$ cat src/rtl/dmem_port_arbiter_pkg.sv
// Shared constants and types for the data-memory port arbiter.
package dmem_port_arbiter_pkg;

    localparam int unsigned PORT_CORE        = 0;
    localparam int unsigned PORT_COP         = 1;
    localparam int unsigned DEFAULT_MAX_LOCK = 8;

    typedef enum logic [1:0] {
        ARB_IDLE = 2'd0,
        ARB_OWN0 = 2'd1,
        ARB_OWN1 = 2'd2
    } arb_state_e;

    function automatic logic [1:0] port_onehot(input logic port);
        return port ? 2'b10 : 2'b01;
    endfunction

endpackage

$ cat src/rtl/dmem_port_arbiter_if.sv
// Requester and memory-side signal bundle of the arbiter; slave is the arbiter view.
interface dmem_port_arbiter_if #(
    parameter int unsigned MEM_ADDR_WIDTH = 10,
    parameter int unsigned DATA_WIDTH     = 32,
    parameter int unsigned TRANSFER_WIDTH = 4
);
    logic [1:0]                  req_i;
    logic [1:0]                  lock_i;
    logic [1:0]                  we_i;
    logic [2*MEM_ADDR_WIDTH-1:0] addr_i;
    logic [2*DATA_WIDTH-1:0]     wdata_i;
    logic [2*TRANSFER_WIDTH-1:0] be_i;
    logic [1:0]                  gnt_o;
    logic [1:0]                  rvalid_o;
    logic [DATA_WIDTH-1:0]       rdata_o;
    logic                        mem_en_o;
    logic                        mem_we_o;
    logic [MEM_ADDR_WIDTH-1:0]   mem_addr_o;
    logic [DATA_WIDTH-1:0]       mem_wdata_o;
    logic [TRANSFER_WIDTH-1:0]   mem_be_o;
    logic [DATA_WIDTH-1:0]       mem_rdata_i;

    modport slave (
        input  req_i, lock_i, we_i, addr_i, wdata_i, be_i, mem_rdata_i,
        output gnt_o, rvalid_o, rdata_o, mem_en_o, mem_we_o, mem_addr_o, mem_wdata_o, mem_be_o
    );

    modport master (
        output req_i, lock_i, we_i, addr_i, wdata_i, be_i, mem_rdata_i,
        input  gnt_o, rvalid_o, rdata_o, mem_en_o, mem_we_o, mem_addr_o, mem_wdata_o, mem_be_o
    );

endinterface

$ cat src/rtl/dmem_port_arbiter_rr_pick2.sv
// Two-requester round-robin picker: on a tie the port that did not win last time is chosen.
module rr_pick2 (
    input  logic [1:0] i_req,
    input  logic       i_last,
    output logic [1:0] o_gnt
);

    always_comb begin
        o_gnt = i_req;
        if (i_req == 2'b11) begin
            o_gnt = i_last ? 2'b01 : 2'b10;
        end
    end

endmodule

$ cat src/rtl/dmem_port_arbiter.sv
// Round-robin arbiter with bounded bus locking sharing one data-RAM port between core and DMA.
module dmem_port_arbiter
    import dmem_port_arbiter_pkg::*;
#(
    parameter int unsigned MEM_ADDR_WIDTH = 10,
    parameter int unsigned DATA_WIDTH     = 32,
    parameter int unsigned TRANSFER_WIDTH = 4,
    parameter int unsigned MAX_LOCK       = DEFAULT_MAX_LOCK
) (
    input  logic                clk,
    input  logic                rst,
    dmem_port_arbiter_if.slave  bus
);

    localparam logic [7:0] LockMax = 8'(MAX_LOCK);

    arb_state_e r_state, w_state_d;
    logic       r_last_gnt, w_last_d;
    logic [7:0] r_lock_cnt, w_cnt_d;
    logic [1:0] r_rd_tag;

    logic [1:0] w_rr_gnt;
    logic [1:0] w_gnt;
    logic       w_own;

    logic                      w_mem_en;
    logic                      w_mem_we;
    logic [MEM_ADDR_WIDTH-1:0] w_mem_addr;
    logic [DATA_WIDTH-1:0]     w_mem_wdata;
    logic [TRANSFER_WIDTH-1:0] w_mem_be;

    rr_pick2 u_pick (
        .i_req  (bus.req_i),
        .i_last (r_last_gnt),
        .o_gnt  (w_rr_gnt)
    );

    assign w_own = (r_state == ARB_OWN1);

    always_comb begin
        w_gnt     = 2'b00;
        w_state_d = r_state;
        w_last_d  = r_last_gnt;
        w_cnt_d   = r_lock_cnt;
        case (r_state)
            ARB_IDLE: begin
                w_gnt = w_rr_gnt;
                if (w_rr_gnt[PORT_CORE]) begin
                    w_last_d = 1'b0;
                    if (bus.lock_i[PORT_CORE]) begin
                        w_state_d = ARB_OWN0;
                        w_cnt_d   = 8'd1;
                    end
                end else if (w_rr_gnt[PORT_COP]) begin
                    w_last_d = 1'b1;
                    if (bus.lock_i[PORT_COP]) begin
                        w_state_d = ARB_OWN1;
                        w_cnt_d   = 8'd1;
                    end
                end
            end
            ARB_OWN0, ARB_OWN1: begin
                // Forced release takes priority: the owner loses this cycle, other port wins next.
                if ((r_lock_cnt == LockMax) && bus.req_i[~w_own]) begin
                    w_state_d = ARB_IDLE;
                    w_last_d  = w_own;
                end else if (bus.req_i[w_own]) begin
                    w_gnt    = port_onehot(w_own);
                    w_last_d = w_own;
                    if (r_lock_cnt != LockMax) begin
                        w_cnt_d = r_lock_cnt + 8'd1;
                    end
                    if (!bus.lock_i[w_own]) begin
                        w_state_d = ARB_IDLE;
                    end
                end else if (!bus.lock_i[w_own]) begin
                    w_state_d = ARB_IDLE;
                end
            end
            default: begin
                w_state_d = ARB_IDLE;
            end
        endcase
    end

    // Only the granted port's fields reach the RAM, so unrequested X inputs stay contained.
    always_comb begin
        w_mem_en    = 1'b0;
        w_mem_we    = 1'b0;
        w_mem_addr  = '0;
        w_mem_wdata = '0;
        w_mem_be    = '0;
        case (w_gnt)
            2'b01: begin
                w_mem_en    = 1'b1;
                w_mem_we    = bus.we_i[0];
                w_mem_addr  = bus.addr_i[0 +: MEM_ADDR_WIDTH];
                w_mem_wdata = bus.wdata_i[0 +: DATA_WIDTH];
                w_mem_be    = bus.be_i[0 +: TRANSFER_WIDTH];
            end
            2'b10: begin
                w_mem_en    = 1'b1;
                w_mem_we    = bus.we_i[1];
                w_mem_addr  = bus.addr_i[MEM_ADDR_WIDTH +: MEM_ADDR_WIDTH];
                w_mem_wdata = bus.wdata_i[DATA_WIDTH +: DATA_WIDTH];
                w_mem_be    = bus.be_i[TRANSFER_WIDTH +: TRANSFER_WIDTH];
            end
            default: begin
                w_mem_en = 1'b0;
            end
        endcase
    end

    always_ff @(posedge clk) begin
        if (rst) begin
            r_state    <= ARB_IDLE;
            r_last_gnt <= 1'b1;
            r_lock_cnt <= 8'd0;
            r_rd_tag   <= 2'b00;
        end else begin
            r_state    <= w_state_d;
            r_last_gnt <= w_last_d;
            r_lock_cnt <= w_cnt_d;
            r_rd_tag   <= w_gnt & {2{~w_mem_we}};
        end
    end

    assign bus.gnt_o       = w_gnt;
    // Masking with rst drops a read whose data would land in the reset cycle.
    assign bus.rvalid_o    = r_rd_tag & {2{~rst}};
    assign bus.rdata_o     = bus.mem_rdata_i;
    assign bus.mem_en_o    = w_mem_en;
    assign bus.mem_we_o    = w_mem_we;
    assign bus.mem_addr_o  = w_mem_addr;
    assign bus.mem_wdata_o = w_mem_wdata;
    assign bus.mem_be_o    = w_mem_be;

endmodule

$ cat src/flat_wrapper.sv
// flat-port wrapper written by rule: the top's interface ports become plain ports
module dmem_port_arbiter_flat import dmem_port_arbiter_pkg::*;
#(
    parameter int unsigned MEM_ADDR_WIDTH = 10,
    parameter int unsigned DATA_WIDTH     = 32,
    parameter int unsigned TRANSFER_WIDTH = 4,
    parameter int unsigned MAX_LOCK       = DEFAULT_MAX_LOCK
)
  (clk, rst, bus_req_i, bus_lock_i, bus_we_i, bus_addr_i, bus_wdata_i, bus_be_i, bus_mem_rdata_i, bus_gnt_o, bus_rvalid_o, bus_rdata_o, bus_mem_en_o, bus_mem_we_o, bus_mem_addr_o, bus_mem_wdata_o, bus_mem_be_o);
  dmem_port_arbiter_if #(.MEM_ADDR_WIDTH(MEM_ADDR_WIDTH), .DATA_WIDTH(DATA_WIDTH), .TRANSFER_WIDTH(TRANSFER_WIDTH)) bus_i ();
  input  logic clk;
  input  logic rst;
  input wire logic [$bits(bus_i.req_i)-1:0] bus_req_i;
  input wire logic [$bits(bus_i.lock_i)-1:0] bus_lock_i;
  input wire logic [$bits(bus_i.we_i)-1:0] bus_we_i;
  input wire logic [$bits(bus_i.addr_i)-1:0] bus_addr_i;
  input wire logic [$bits(bus_i.wdata_i)-1:0] bus_wdata_i;
  input wire logic [$bits(bus_i.be_i)-1:0] bus_be_i;
  input wire logic [$bits(bus_i.mem_rdata_i)-1:0] bus_mem_rdata_i;
  output wire logic [$bits(bus_i.gnt_o)-1:0] bus_gnt_o;
  output wire logic [$bits(bus_i.rvalid_o)-1:0] bus_rvalid_o;
  output wire logic [$bits(bus_i.rdata_o)-1:0] bus_rdata_o;
  output wire logic [$bits(bus_i.mem_en_o)-1:0] bus_mem_en_o;
  output wire logic [$bits(bus_i.mem_we_o)-1:0] bus_mem_we_o;
  output wire logic [$bits(bus_i.mem_addr_o)-1:0] bus_mem_addr_o;
  output wire logic [$bits(bus_i.mem_wdata_o)-1:0] bus_mem_wdata_o;
  output wire logic [$bits(bus_i.mem_be_o)-1:0] bus_mem_be_o;
  assign bus_i.req_i = bus_req_i;
  assign bus_i.lock_i = bus_lock_i;
  assign bus_i.we_i = bus_we_i;
  assign bus_i.addr_i = bus_addr_i;
  assign bus_i.wdata_i = bus_wdata_i;
  assign bus_i.be_i = bus_be_i;
  assign bus_i.mem_rdata_i = bus_mem_rdata_i;
  assign bus_gnt_o = bus_i.gnt_o;
  assign bus_rvalid_o = bus_i.rvalid_o;
  assign bus_rdata_o = bus_i.rdata_o;
  assign bus_mem_en_o = bus_i.mem_en_o;
  assign bus_mem_we_o = bus_i.mem_we_o;
  assign bus_mem_addr_o = bus_i.mem_addr_o;
  assign bus_mem_wdata_o = bus_i.mem_wdata_o;
  assign bus_mem_be_o = bus_i.mem_be_o;
  dmem_port_arbiter #(.MEM_ADDR_WIDTH(MEM_ADDR_WIDTH), .DATA_WIDTH(DATA_WIDTH), .TRANSFER_WIDTH(TRANSFER_WIDTH), .MAX_LOCK(MAX_LOCK)) u_core (.clk(clk), .rst(rst), .bus(bus_i));
endmodule
$ cat config.mk
export PLATFORM = sky130hd
export DESIGN_NAME = dmem_port_arbiter_flat
export DESIGN_NICKNAME = d
export VERILOG_FILES = /design/src/rtl/dmem_port_arbiter_pkg.sv /design/src/rtl/dmem_port_arbiter_if.sv /design/src/rtl/dmem_port_arbiter_rr_pick2.sv /design/src/rtl/dmem_port_arbiter.sv /design/src/flat_wrapper.sv
export SDC_FILE = /design/constraint.sdc
export NUM_CORES = 1
export LEC_CHECK = 0
export CAP_MARGIN = 20
export CELL_PAD_IN_SITES_DETAIL_PLACEMENT = 0
export CELL_PAD_IN_SITES_GLOBAL_PLACEMENT = 2
export CORE_ASPECT_RATIO = 2
export CORE_MARGIN = 5
export CORE_UTILIZATION = 11
export CTS_CLUSTER_DIAMETER = 200
export DETAILED_ROUTE_END_ITERATION = 6
export PLACE_DENSITY_LB_ADDON = 0.1
export SYNTH_ARGS = -nofsm -noshare
export SYNTH_HDL_FRONTEND = slang
export SYNTH_SLANG_ARGS = --single-unit
$ cat constraint.sdc
create_clock -name clk -period 2.9 [get_ports clk]
set_clock_uncertainty 0.1 [all_clocks]
set_input_delay 0.435 -clock clk [delete_from_list [all_inputs] [get_ports clk]]
set_output_delay 0.435 -clock clk [all_outputs]
set_load 0.02 [all_outputs]
==> impl_metrics.py <==
metrics = {
    "status": {
        "outcome": "complete, no violations",
    },
    "timing": {
        "relSlewSlack_pct": 62.0,
        "period_minus_slack_ns": 2.89,
        "fin_crit_sh_pct": 99.7,
        "hold_violations": 0,
        "grt_setup_unrepaired": "true",
        "setup_tns_ns": 0,
        "worst_slew_pin_slew_ns": 0.567,
        "finalSetupViolCount": 0,
        "slew_viol_final": 0,
        "fmax_mhz": 346,
    },
    "final_layout": {
        "diodes": 0,
        "fill_cells": 1783,
        "drive_gt1_share_pct": 56.7,
        "multi_input_area_mm2": 0.00194,
        "synthToLayoutAreaGrowth_pct": 156,
        "nNetsFinal": 568,
        "regArea_um2": 268,
        "post-route-cell-area_mm2": 0.00482,
    },
    "synth": {
        "synth_edf_count": 0,
        "syn_area_mm2": 0.00188,
        "ys_async_sr_fraction_pct": 0,
        "syn_area_per_cell_um2": 7.16,
        "yosys.area.top_type": "a22oi_1",
        "synth_area_leaders": "a22oi_1 20%, dfxtp_1 14%, buf_4 13%",
        "syn_nets": 403,
        "ys.flop_type": "dfxtp_1",
        "synth_cells": 263,
        "synth_top_cell_area_share_pct": 19.5,
        "synth_seq_cells": 13,
        "yosys_warnings": 0,
        "yosysSeqAreaShare_pct": 13.8,
        "synth_cell_types": 48,
    },
    "power_and_ir_drop": {
        "ir_worst_vdd_mv": 0.419,
        "leakage_nw": 1.72,
        "power_density_mw_per_mm2": 1260,
    },
    "clocking": {
        "clock_latency_ns": 0.25,
        "cts_hold_buf": 0,
        "path_clk_slew_ns": 0.05,
        "root_buffer": "clkbuf_16",
        "cts_tree": "done",
        "cts_htree_levels": 1,
        "cts_sinks": 13,
        "numCtsBuffers": 3,
        "clk_path_buf_depth": 2,
    },
    "grt": {
        "grt_start_max_net_pins": 23,
        "antenna_found_initial": 0,
        "grt_pass1_wl_um": 17400,
        "overflow": 0,
        "track_usage_pct": 11.5,
        "grt_pass1_vias": 2807,
    },
    "floorplanning": {
        "die_area_mm2": 0.0200,
        "io_pins": 216,
        "num_rows": 67,
        "fp.dieH_um": 195,
        "initial_core_util_pct": 11.2,
        "core_area_mm2": 0.0168,
        "die_w_um": 103,
    },
    "routing": {
        "finalWirelength_um": 12400,
        "wire_per_inst_um": 19.5,
        "drc": 0,
        "drt_pre_antenna_iters": 4,
        "num_vias": 2703,
        "antenna_left": 0,
        "viasPerCell": 4.26,
        "drt_iter0_drc": 44,
    },
    "place": {
        "place_congestion": 0.767,
        "port_buffers": 151,
        "hpwl_um": 9660,
        "placed_cell_area_mm2": 0.00395,
    },
    "critical_path": {
        "end_kind": "output pin",
        "startpoint_type": "register",
        "cp.required_ns": 2.37,
        "crit_arrival_ns": 2.36,
        "cp_max_fo": 8,
        "crit_type": "reg -> out",
    },
    "hold_path": {
        "hp-class": "reg -> reg",
    },
    "run": {
        "drv_cap": 0,
    },
}
==> per-layer routing <==
layer	part of all wire, %	up-vias	track usage [%]
met1	30	1294	10.8
met5	0	-	0
li1	-	1265	-
met3	10	15	2.71
met2	57	129	23.3
met4	2.3	0	3.31
==> worst max-delay path, cell delays in order (launching register included) <==
cell and delay, ns:
dfxtp_2 0.32, inv_2 0.06, ha_4 0.12, and4bb_2 0.28
nand3_2 0.10, a22oi_2 0.22, buf_4 0.15, nor2_4 0.04
ha_4 0.29, buf_12 0.16, buf_16 0.17, nor2_4 0.05
buf_6 0.13
==> what timing repair did <==
item | 4_1_cts | 5_1_grt
resized for setup | 318 | 84
cloned | 4 | 3
endpoints found under the setup margin | 51 | 47
buffers inserted | 7 | 2
pin swaps | 25 | 27
==> path summary, 6_finish.rpt <==
path / from / to / slack (ns) / cells past startpoint
setup / recovery: u_core.r_lock_cnt[0] / bus_mem_wdata_o[11] / 0.008 / 12
hold / removal: u_core.r_last_gnt / u_core.r_last_gnt / 0.47 / 2
setup reg to reg: u_core.r_lock_cnt[0] / u_core.r_rd_tag[1] / 0.11 / 15
hold reg to reg: u_core.r_last_gnt / u_core.r_last_gnt / 0.47 / 2
==> where the power goes <==
part	switching [mW]	internal, mW
clock	0.0920	0.185
sequential	0.0334	0.221
combinational	2.84	2.71
total	2.97	3.12
==> cell usage in the layout, fill, tap and decap left out, types with 3 or more instances in the layout <==
cell / n
clkdlybuf4s50_1: 100
a22oi_2: 48
buf_4: 47
buf_6: 43
nor2_4: 42
nand2_1: 10
dfxtp_1: 9
nor2_2: 8
a211oi_1: 7
nand3_1: 6
nor2_1: 6
ha_4: 6
buf_12: 6
mux2i_1: 5
clkbuf_16: 5
buf_8: 5
inv_1: 4
a221oi_1: 4
inv_2: 3
o211ai_1: 3
buf_16: 3
buf_2: 3
dfxtp_2: 3
==> sequential cells by signal, indices dropped and copies added, names as in the netlist <==
name / flops
u_core.r_state: 2
u_core.r_lock_cnt: 8
u_core.r_last_gnt: 1
u_core.r_rd_tag: 2
==> through the flow <==
stage | hold slack (ns) | power, mW | worst slack (ns) | std cells | util, %
finish | 0.474 | 6.08 | 0.00783 | 634 | 28.6
global route | 0.521 | 6.44 | -0.0869 | 634 | 28.6
CTS | 0.478 | 5.60 | 0.000169 | 630 | 26.4
detailed placement | 0.471 | 4.30 | -0.759 | 615 | 23.4
global placement | 0.472 | 4.34 | -0.720 | 615 | 23.4
floorplan | 0.352 | 2.56 | -0.0353 | 263 | -
==> final cells by class <==
cell class	instances	share of cell area [%]
Clock buffer	3	1.56
Timing Repair Buffer	212	46.3
Clock inverter	1	0.104
Sequential cell	13	5.56
Tap cell	207	5.37
Multi-Input combinational cell	188	40.2
Inverter	10	0.883
==> synth_stat cells (2+ instances only) <==
library cell  number
or2_2              2
inv_1              9
nor2_1            56
a221o_1            2
mux2i_1            5
nor2b_1            2
a221oi_1           4
a31o_1             2
dfxtp_1           13
ha_1               8
buf_1              5
or3_1              2
a211oi_1           7
buf_4             32
mux2_2             2
a22oi_1           49
nand2_1           10
clkbuf_1          13
nand3_1            7
o211ai_1           3
nor3_1             3
==> cell families (layout without fill, tap and decap cells) <==
| family | Yosys count | after routing | share of synthesized area [%] |
|---|---|---|---|
| multiplexers | 8 | 8 | 4.58 |
| AO/OA/AOI/OAI | 82 | 82 | 35.4 |
| AND/OR/NAND/NOR | 90 | 90 | 21.2 |
| buffers and inverters | 62 | 226 | 19.7 |
| flip-flops | 13 | 13 | 13.8 |
| adder cells (fa/ha/maj) | 8 | 8 | 5.31 |
Power figures use the tool's default switching activity.
